**config.mk**
```make
export PLATFORM = sky130hd
export DESIGN_NAME = ram_port_arbiter
export DESIGN_NICKNAME = d
export VERILOG_FILES = /design/src/rtl/ram_port_arbiter.sv
export SDC_FILE = /design/constraint.sdc
export NUM_CORES = 1
export LEC_CHECK = 0
export BUFFER_PORTS_ARGS = -buffer_cell sky130_fd_sc_hd__buf_2
export CORE_AREA = 3 3 136 138
export DETAILED_ROUTE_END_ITERATION = 10
export DIE_AREA = 0 0 139 141
export HOLD_SLACK_MARGIN = 0.05
export PLACE_DENSITY = 0.52
export REMOVE_ABC_BUFFERS = 1
export SYNTH_ARGS = -nofsm -noshare
export SYNTH_HDL_FRONTEND = slang
export SYNTH_SLANG_ARGS = --single-unit
```
**constraint.sdc**
```tcl
create_clock -name clk_in -period 2.09 [get_ports clk_in]
set_input_delay 0.627 -clock clk_in [delete_from_list [all_inputs] [get_ports clk_in]]
set_output_delay 0.627 -clock clk_in [all_outputs]
set_load 0.005 [all_outputs]
```
**src/rtl/ram_port_arbiter.sv**
```systemverilog
// Round-robin arbiter sharing one single-port RAM port between NUM_REQ requesters.
// A grant is held for a whole burst; read data returns with a one-hot valid to the issuer.
module ram_port_arbiter #(
  parameter int unsigned NUM_REQ     = 4,
  parameter int unsigned ADDR_WIDTH  = 16,
  parameter int unsigned DATA_WIDTH  = 32,
  parameter int unsigned BYTE_WIDTH  = 8,
  parameter int unsigned BATCH_WIDTH = DATA_WIDTH / BYTE_WIDTH
) (
  input  logic                          clk_in,
  input  logic                          rst_i,
  input  logic [NUM_REQ-1:0]            req_i,
  input  logic [NUM_REQ-1:0]            beat_valid_i,
  input  logic [NUM_REQ-1:0]            last_i,
  input  logic [NUM_REQ-1:0]            we_i,
  input  logic [NUM_REQ*ADDR_WIDTH-1:0] addr_i,
  input  logic [NUM_REQ*DATA_WIDTH-1:0] wdata_i,
  input  logic [NUM_REQ*BATCH_WIDTH-1:0] be_i,
  output logic [NUM_REQ-1:0]            gnt_o,
  output logic [NUM_REQ-1:0]            beat_ready_o,
  output logic [NUM_REQ-1:0]            rvalid_o,
  output logic [DATA_WIDTH-1:0]         rdata_o,
  output logic [ADDR_WIDTH-1:0]         addr_o,
  output logic [DATA_WIDTH-1:0]         write_o,
  output logic                          write_en_o,
  output logic [BATCH_WIDTH-1:0]        byte_en_o,
  input  logic [DATA_WIDTH-1:0]         data_i
);

  localparam int unsigned IDX_W = (NUM_REQ > 1) ? $clog2(NUM_REQ) : 1;

  typedef enum logic {IDLE, BUSY} state_e;

  state_e               state_q, state_d;
  logic [NUM_REQ-1:0]   gnt_q, gnt_d;
  logic [NUM_REQ-1:0]   rvalid_q, rvalid_d;
  logic [IDX_W-1:0]     rr_ptr_q, rr_ptr_d;

  logic                 win_found;
  logic [IDX_W-1:0]     win_idx;
  int unsigned          cand;

  logic                 g_req, g_valid, g_last, g_we;
  logic [ADDR_WIDTH-1:0]  g_addr;
  logic [DATA_WIDTH-1:0]  g_wdata;
  logic [BATCH_WIDTH-1:0] g_be;
  logic                 accept;

  // State registers; rvalid_q doubles as the pending-read flag and its owner id
  always_ff @(posedge clk_in) begin
    if (rst_i) begin
      state_q  <= IDLE;
      gnt_q    <= '0;
      rvalid_q <= '0;
      rr_ptr_q <= IDX_W'(NUM_REQ - 1);
    end else begin
      state_q  <= state_d;
      gnt_q    <= gnt_d;
      rvalid_q <= rvalid_d;
      rr_ptr_q <= rr_ptr_d;
    end
  end

  // Round-robin search starting just after the last winner
  always_comb begin
    win_found = 1'b0;
    win_idx   = rr_ptr_q;
    cand      = 0;
    for (int unsigned i = 1; i <= NUM_REQ; i++) begin
      cand = (32'(rr_ptr_q) + i) % NUM_REQ;
      if (!win_found && req_i[cand[IDX_W-1:0]]) begin
        win_found = 1'b1;
        win_idx   = cand[IDX_W-1:0];
      end
    end
  end

  // Mux the granted requester's beat fields (grant is one-hot)
  always_comb begin
    g_req   = 1'b0;
    g_valid = 1'b0;
    g_last  = 1'b0;
    g_we    = 1'b0;
    g_addr  = '0;
    g_wdata = '0;
    g_be    = '0;
    for (int unsigned k = 0; k < NUM_REQ; k++) begin
      if (gnt_q[k]) begin
        g_req   = req_i[k];
        g_valid = beat_valid_i[k];
        g_last  = last_i[k];
        g_we    = we_i[k];
        g_addr  = addr_i[k*ADDR_WIDTH +: ADDR_WIDTH];
        g_wdata = wdata_i[k*DATA_WIDTH +: DATA_WIDTH];
        g_be    = be_i[k*BATCH_WIDTH +: BATCH_WIDTH];
      end
    end
  end

  // Next-state and RAM port drive
  always_comb begin
    state_d      = state_q;
    gnt_d        = gnt_q;
    rr_ptr_d     = rr_ptr_q;
    rvalid_d     = '0;
    accept       = 1'b0;
    beat_ready_o = '0;
    addr_o       = '0;
    write_o      = '0;
    write_en_o   = 1'b0;
    byte_en_o    = '0;

    case (state_q)
      IDLE: begin
        gnt_d = '0;
        if (win_found) begin
          state_d         = BUSY;
          gnt_d[win_idx]  = 1'b1;
          rr_ptr_d        = win_idx;
        end
      end
      BUSY: begin
        accept       = g_valid;
        beat_ready_o = gnt_q & beat_valid_i;
        addr_o       = g_addr;
        write_o      = g_wdata;
        write_en_o   = accept & g_we;
        if (accept) begin
          byte_en_o = g_we ? g_be : '1;
        end
        if (accept && !g_we) begin
          rvalid_d = gnt_q;
        end
        // Last beat or abandoned request: always drop through one idle bubble
        if ((accept && g_last) || !g_req) begin
          state_d = IDLE;
          gnt_d   = '0;
        end
      end
      default: begin
        state_d = IDLE;
        gnt_d   = '0;
      end
    endcase

    if (rst_i) begin
      beat_ready_o = '0;
      addr_o       = '0;
      write_o      = '0;
      write_en_o   = 1'b0;
      byte_en_o    = '0;
    end
  end

  assign gnt_o    = gnt_q;
  assign rvalid_o = rvalid_q;
  assign rdata_o  = data_i;

endmodule

```
==> run summary, run 1 <==
status - complete, but fails checks
failing checks - setup timing
nets - 941
Final min period - 2320 ps
Hold EP - rr_ptr_q[0]$_SDFFE_PP1P_
num ports - 355
Yosys top cell area share - 0.173
R2R Path Start - gnt_o[2]$_SDFFE_PP0P_
die outline width - 139 um
hold_ws - 547 ps
Mean Syn Cell Area - 6.33 um2
type of the worst min-delay path - reg2reg
Crit Path Category - reg2out
# rows - 48
Total Wirelength - 15,500 um
relative slew slack - 0.751
Final period util - 1.11
Vias/cell - 4.58
Initial Utilization - 0.152
hold_sp - rr_ptr_q[0]$_SDFFE_PP1P_
# setup viols final - 53
actual slew at the worst max-slew pin - 373 ps
Final Slew Violations - 0
Sinks on Clock Net - 11
Total Power - 1950 uW
CP Capture Type - output pin
asr flop ratio synth - 0
CTS Hold Bufs - 0
Core Footprint - 0.0173 mm2
GRT Total Usage - 0.140
final hold vios - 0
sequential share of power - 0.130
synth warn - 0
vias in the first global route - 4,131
r2r setup slk - 390 ps
pre-CTS setup slack - -323 ps
worst skew pair latency - 240 ps
Final Skew - 3.30 ps
Fmax - 0.432 GHz
EDFF count, synth - 0
CTS root buf - clkbuf_16
net switching power - 770 uW
largest cells by area after synthesis - a221oi_1 17%, nor2b_1 13%, a21oi_1 10%, buf_4 10%, nor3_1 9.3%
TritonRoute pass-1 iters - 4
commonest non-fill, non-tap cell in the layout - buf_2
Worst EP arrival - 1690 ps
initial antenna violation count - 1
DR iter-0 viols - 100
top fanout value on the critical path - 7
Final Worst Setup Slack - -227 ps
Inserted Clock Buffers - 3
CP required - 1460 ps
most frequent cells in the layout - 291 x buf_2, 60 x nor2_1, 52 x nor2b_1, 52 x a21oi_1, 38 x nor3_1
R2R depth - 8
worst r2r dst - gnt_o[1]$_SDFFE_PP0P_
via count - 4,163
switching portion of total power - 0.395
Pleak - 0.00241 uW
drt drc - 0
setup TNS - -7030 ps
Max Buffers Root-to-Sink - 2
post-DP HPWL - 12,300 um
area delta synth->final - 90.3%
largest area contributor in the netlist - a221oi_1
Gate Count Post-Synth - 415
post-synth cell types - 35
antenna viol nets, final - 0
WHS Path Cells - 1
power share of the clock group - 0.179
GPL Wtd Cong - 0.788
Port Buf Inserts - 290
RSZ-0062 raised after global routing - true
largest net degree at the start of global routing - 33
WL/cell - 17.0 um
Pint - 1180 uW
share of post-route cells with drive strength above 1 - 0.600
Post-Syn Area - 0.00263 mm2
CTS tree - done
Yosys reg bits - 11
Gate power share - 0.691
GR Overflow Total - 0
register area share after synthesis - 0.0839
clk slew on worst S/H paths - 40 ps
ys flop type - dfxtp_1
H-tree depth - 1
Pwr Density - 390 mW/mm2
Max-Cap Viols - 0
maximum vdd drop - 0.223 mV
die area - 0.0196 mm2
Critical Path Start Type - flop
Die Ht - 141 um
first-pass GRT wire length - 22,300 um
## synthesized netlist by cell type (3+ instances only)
| cell type | n |
|---|---|
| o21a_1 | 5 |
| nor2b_1 | 54 |
| o31ai_1 | 4 |
| buf_2 | 16 |
| a221oi_1 | 52 |
| dfxtp_1 | 11 |
| nor3_1 | 49 |
| inv_1 | 5 |
| clkbuf_1 | 16 |
| nor2_1 | 61 |
| nand2_1 | 13 |
| and3_1 | 3 |
| buf_6 | 6 |
| a21oi_1 | 55 |
| buf_1 | 3 |
| buf_4 | 35 |
| nand2b_1 | 5 |
## cell type report
cell class | instances | area (um2)
antenna | 1 | 2.50
fill | 1909 | 12300
sequential | 11 | 233
tap | 225 | 282
timing repair buffer | 339 | 2070
multi-input combinational | 323 | 2310
inverter | 5 | 18.8
clock buffer | 4 | 78.8
## repair_timing
| item | CTS | global route |
|---|---|---|
| gates resized for setup | 38 | 45 |
| pin swaps | 1 | 16 |
| endpoints found under the setup margin | 57 | 57 |
| buffers inserted | 4 | 5 |
| cloned | 0 | 3 |
| hold endpoints to repair | 0 | 0 |
## registers in the layout (all words and copies together), names as in the netlist
| register | count |
|---|---|
| gnt_o | 4 |
| rvalid_o | 4 |
| rr_ptr_q | 2 |
| state_q | 1 |
## stage by stage
stage           util  std cells  instance area (um2)
6_report       0.289        908                 4990
5_1_grt        0.289        908                 4990
4_1_cts        0.266        900                 4600
3_5_place_dp   0.250        892                 4320
3_3_place_gp   0.250        892                 4320
2_1_floorplan      -        339                 2140
## power groups by stage
stage,sequential (uW),clock [uW],combinational [uW]
detailed placement,263,0,1100
finish,253,349,1350
global route,256,367,1490
CTS,257,355,1190
floorplan,323,0,478
global placement,264,0,1100
## worst max-delay path by stage
stage,startpoint,to,cells after the start
3_3_place_gp,beat_valid_i[1],byte_en_o[1],8
4_1_cts,gnt_o[1]$_SDFFE_PP0P_,addr_o[9],7
2_1_floorplan,gnt_o[1]$_SDFFE_PP0P_,byte_en_o[0],5
3_5_place_dp,beat_valid_i[1],byte_en_o[1],8
6_report,gnt_o[1]$_SDFFE_PP0P_,byte_en_o[0],7
5_1_grt,gnt_o[1]$_SDFFE_PP0P_,addr_o[9],7
## routing by layer
layer / global-route usage / wire length (um) / part of all wire / vias up
li1: - / - / - / 2038
met1: 0.173 / 6450 / 0.42 / 1845
met2: 0.225 / 6920 / 0.45 / 252
met3: 0.0543 / 1650 / 0.11 / 26
met4: 0.0402 / 379 / 0.025 / 2
met5: 0.0351 / 65 / 0.0042 / -
## worst max-delay path: stages, from the launching register on
cell and delay (ps):
dfxtp_4 360, nor2b_4 200, buf_8 170, buf_4 130, a221oi_1 70, o31ai_1 260, o21a_1 150, buf_2 100
## kinds of logic after synthesis
family                 share of synthesized area
AOI/OAI and AO/OA                          0.364
buffers and inverters                      0.191
DFF                                       0.0839
and+or+nand+nor                            0.361
Power figures use the tool's default switching activity.
==> run 2, diff against run 1 <==
GPL_TIMING_DRIVEN = 0   (was not set)
==> run 2 against run 1 <==
Compared with the run above: the flow still finishes with violations (setup timing); sequential cell count did not move; sequential power grew 3%; critical path depth rose by 2; wire length is 12% higher; utilization decreased by 0.32 points; via count up 1.1%; critical endpoint is now byte_en_o[2]; largest cell class unchanged.
==> run summary, run 2 (synthesis gave the netlist of run 1 again) <==
met2 WL - 7930 um
routed length on met3 - 1810 um
Port Buf Inserts - 290
Inserted Clock Buffers - 3
Core Util, Final - 0.286
hold_ws - 539 ps
relative slew slack - 0.736
DR iter-0 viols - 147
Max-Cap Viols - 0
die outline width - 139 um
antenna viol nets, final - 0
# rows - 48
clk slew on worst S/H paths - 40 ps
CTS Hold Bufs - 0
placed cell count - 859
Total Power - 1970 uW
failing checks - setup timing
post-DP HPWL - 11,500 um
most frequent cells in the layout - 289 x buf_2, 59 x nor2_1, 54 x a21oi_1
num ports - 355
Pleak - 0.00235 uW
actual slew at the worst max-slew pin - 396 ps
Max Used Layer - met5
Crit Path Category - reg2out
share of post-route cells with drive strength above 1 - 0.588
Sinks on Clock Net - 11
worst skew pair latency - 240 ps
# setup viols final - 53
H-tree depth - 1
CTS root buf - clkbuf_16
GPL Wtd Cong - 0.775
die area - 0.0196 mm2
Final period util - 1.16
Final min period - 2420 ps
Initial Utilization - 0.152
commonest non-fill, non-tap cell in the layout - buf_2
Total Wirelength - 17,300 um
CP Capture Type - output pin
Fillers - 1,942
pre-CTS setup slack - -996 ps
total inserted antenna cells - 0
initial antenna violation count - 0
Final Skew - 3.44 ps
Die Ht - 141 um
largest net degree at the start of global routing - 60
Final Slew Violations - 0
Metal-1 WL - 7060 um
CP required - 1460 ps
RSZ-0062 raised after global routing - true
first-pass GRT wire length - 24,800 um
via count - 4,210
Fmax - 0.413 GHz
type of the worst min-delay path - reg2reg
Final Worst Setup Slack - -329 ps
GR Overflow Total - 0
final hold vios - 0
nets - 927
area delta synth->final - 88.2%
vias in the first global route - 4,268
fin cells - 893
GRT Total Usage - 0.161
Vias/cell - 4.71
TritonRoute pass-1 iters - 4
CTS tree - done
Max Buffers Root-to-Sink - 2
Pwr Density - 400 mW/mm2
Core Footprint - 0.0173 mm2
top fanout value on the critical path - 11
drt drc - 0
WL/cell - 19.4 um
Critical Path Start Type - flop
Worst EP arrival - 1790 ps
maximum vdd drop - 0.247 mV
status - complete, but fails checks
[run 2: repair_timing]
| item | 4_1_cts | 5_1_grt |
|---|---|---|
| resized for setup | 52 | 37 |
| pin swaps | 16 | 12 |
| buffers inserted | 21 | 5 |
| cloned | 6 | 0 |
| setup endpoints to repair | 61 | 57 |
[run 2: metal layers]
layer  track usage  vias to the layer above
met4        0.0499                        2
met5        0.0376                        -
li1              -                     2001
met1         0.198                     1911
met3        0.0583                       30
met2         0.262                      266
[run 2: cell type report]
cell class / instances / area (um2) / share of cell area
inverter: 5 / 18.8 / 0.00380
clock inverter: 1 / 5.00 / 0.00101
sequential: 11 / 235 / 0.0476
timing repair buffer: 323 / 1980 / 0.400
tap: 225 / 282 / 0.0570
clock buffer: 3 / 75.1 / 0.0152
multi-input combinational: 325 / 2350 / 0.475
[run 2: where the power goes]
group	total, uW	switching (uW)	internal, uW	leakage [uW]
Sequential	261	35.7	225	0.0000929
Combinational	1360	678	684	0.00222
Clock	351	97.6	254	0.0000409
[run 2: final timing paths]
kind | from | endpoint | slack, ps | cells after the start
setup / recovery | gnt_o[1]$_SDFFE_PP0P_ | byte_en_o[2] | -330 | 9
hold / removal | rr_ptr_q[0]$_SDFFE_PP1P_ | rr_ptr_q[0]$_SDFFE_PP1P_ | 540 | 1
setup reg to reg | gnt_o[1]$_SDFFE_PP0P_ | gnt_o[1]$_SDFFE_PP0P_ | 270 | 7
hold reg to reg | rr_ptr_q[0]$_SDFFE_PP1P_ | rr_ptr_q[0]$_SDFFE_PP1P_ | 540 | 1
[run 2: metrics by stage]
stage / instance area [um2] / setup TNS (ps)
final: 4940 / -11960
after global routing: 4940 / -16940
after CTS: 4730 / -13170
after detailed placement: 4000 / -35320
after global placement: 3880 / -267310
after floorplan: 2140 / -118190
[run 2: worst max-delay path, cell delays in order, from the launching register on]
cell and delay [ps]:
dfxtp_4 360, buf_12 110, nor2b_4 40, buf_6 120, buf_12 140, a221oi_2 230, nor3_2 80, a21oi_4 200
o21a_1 160, buf_2 110
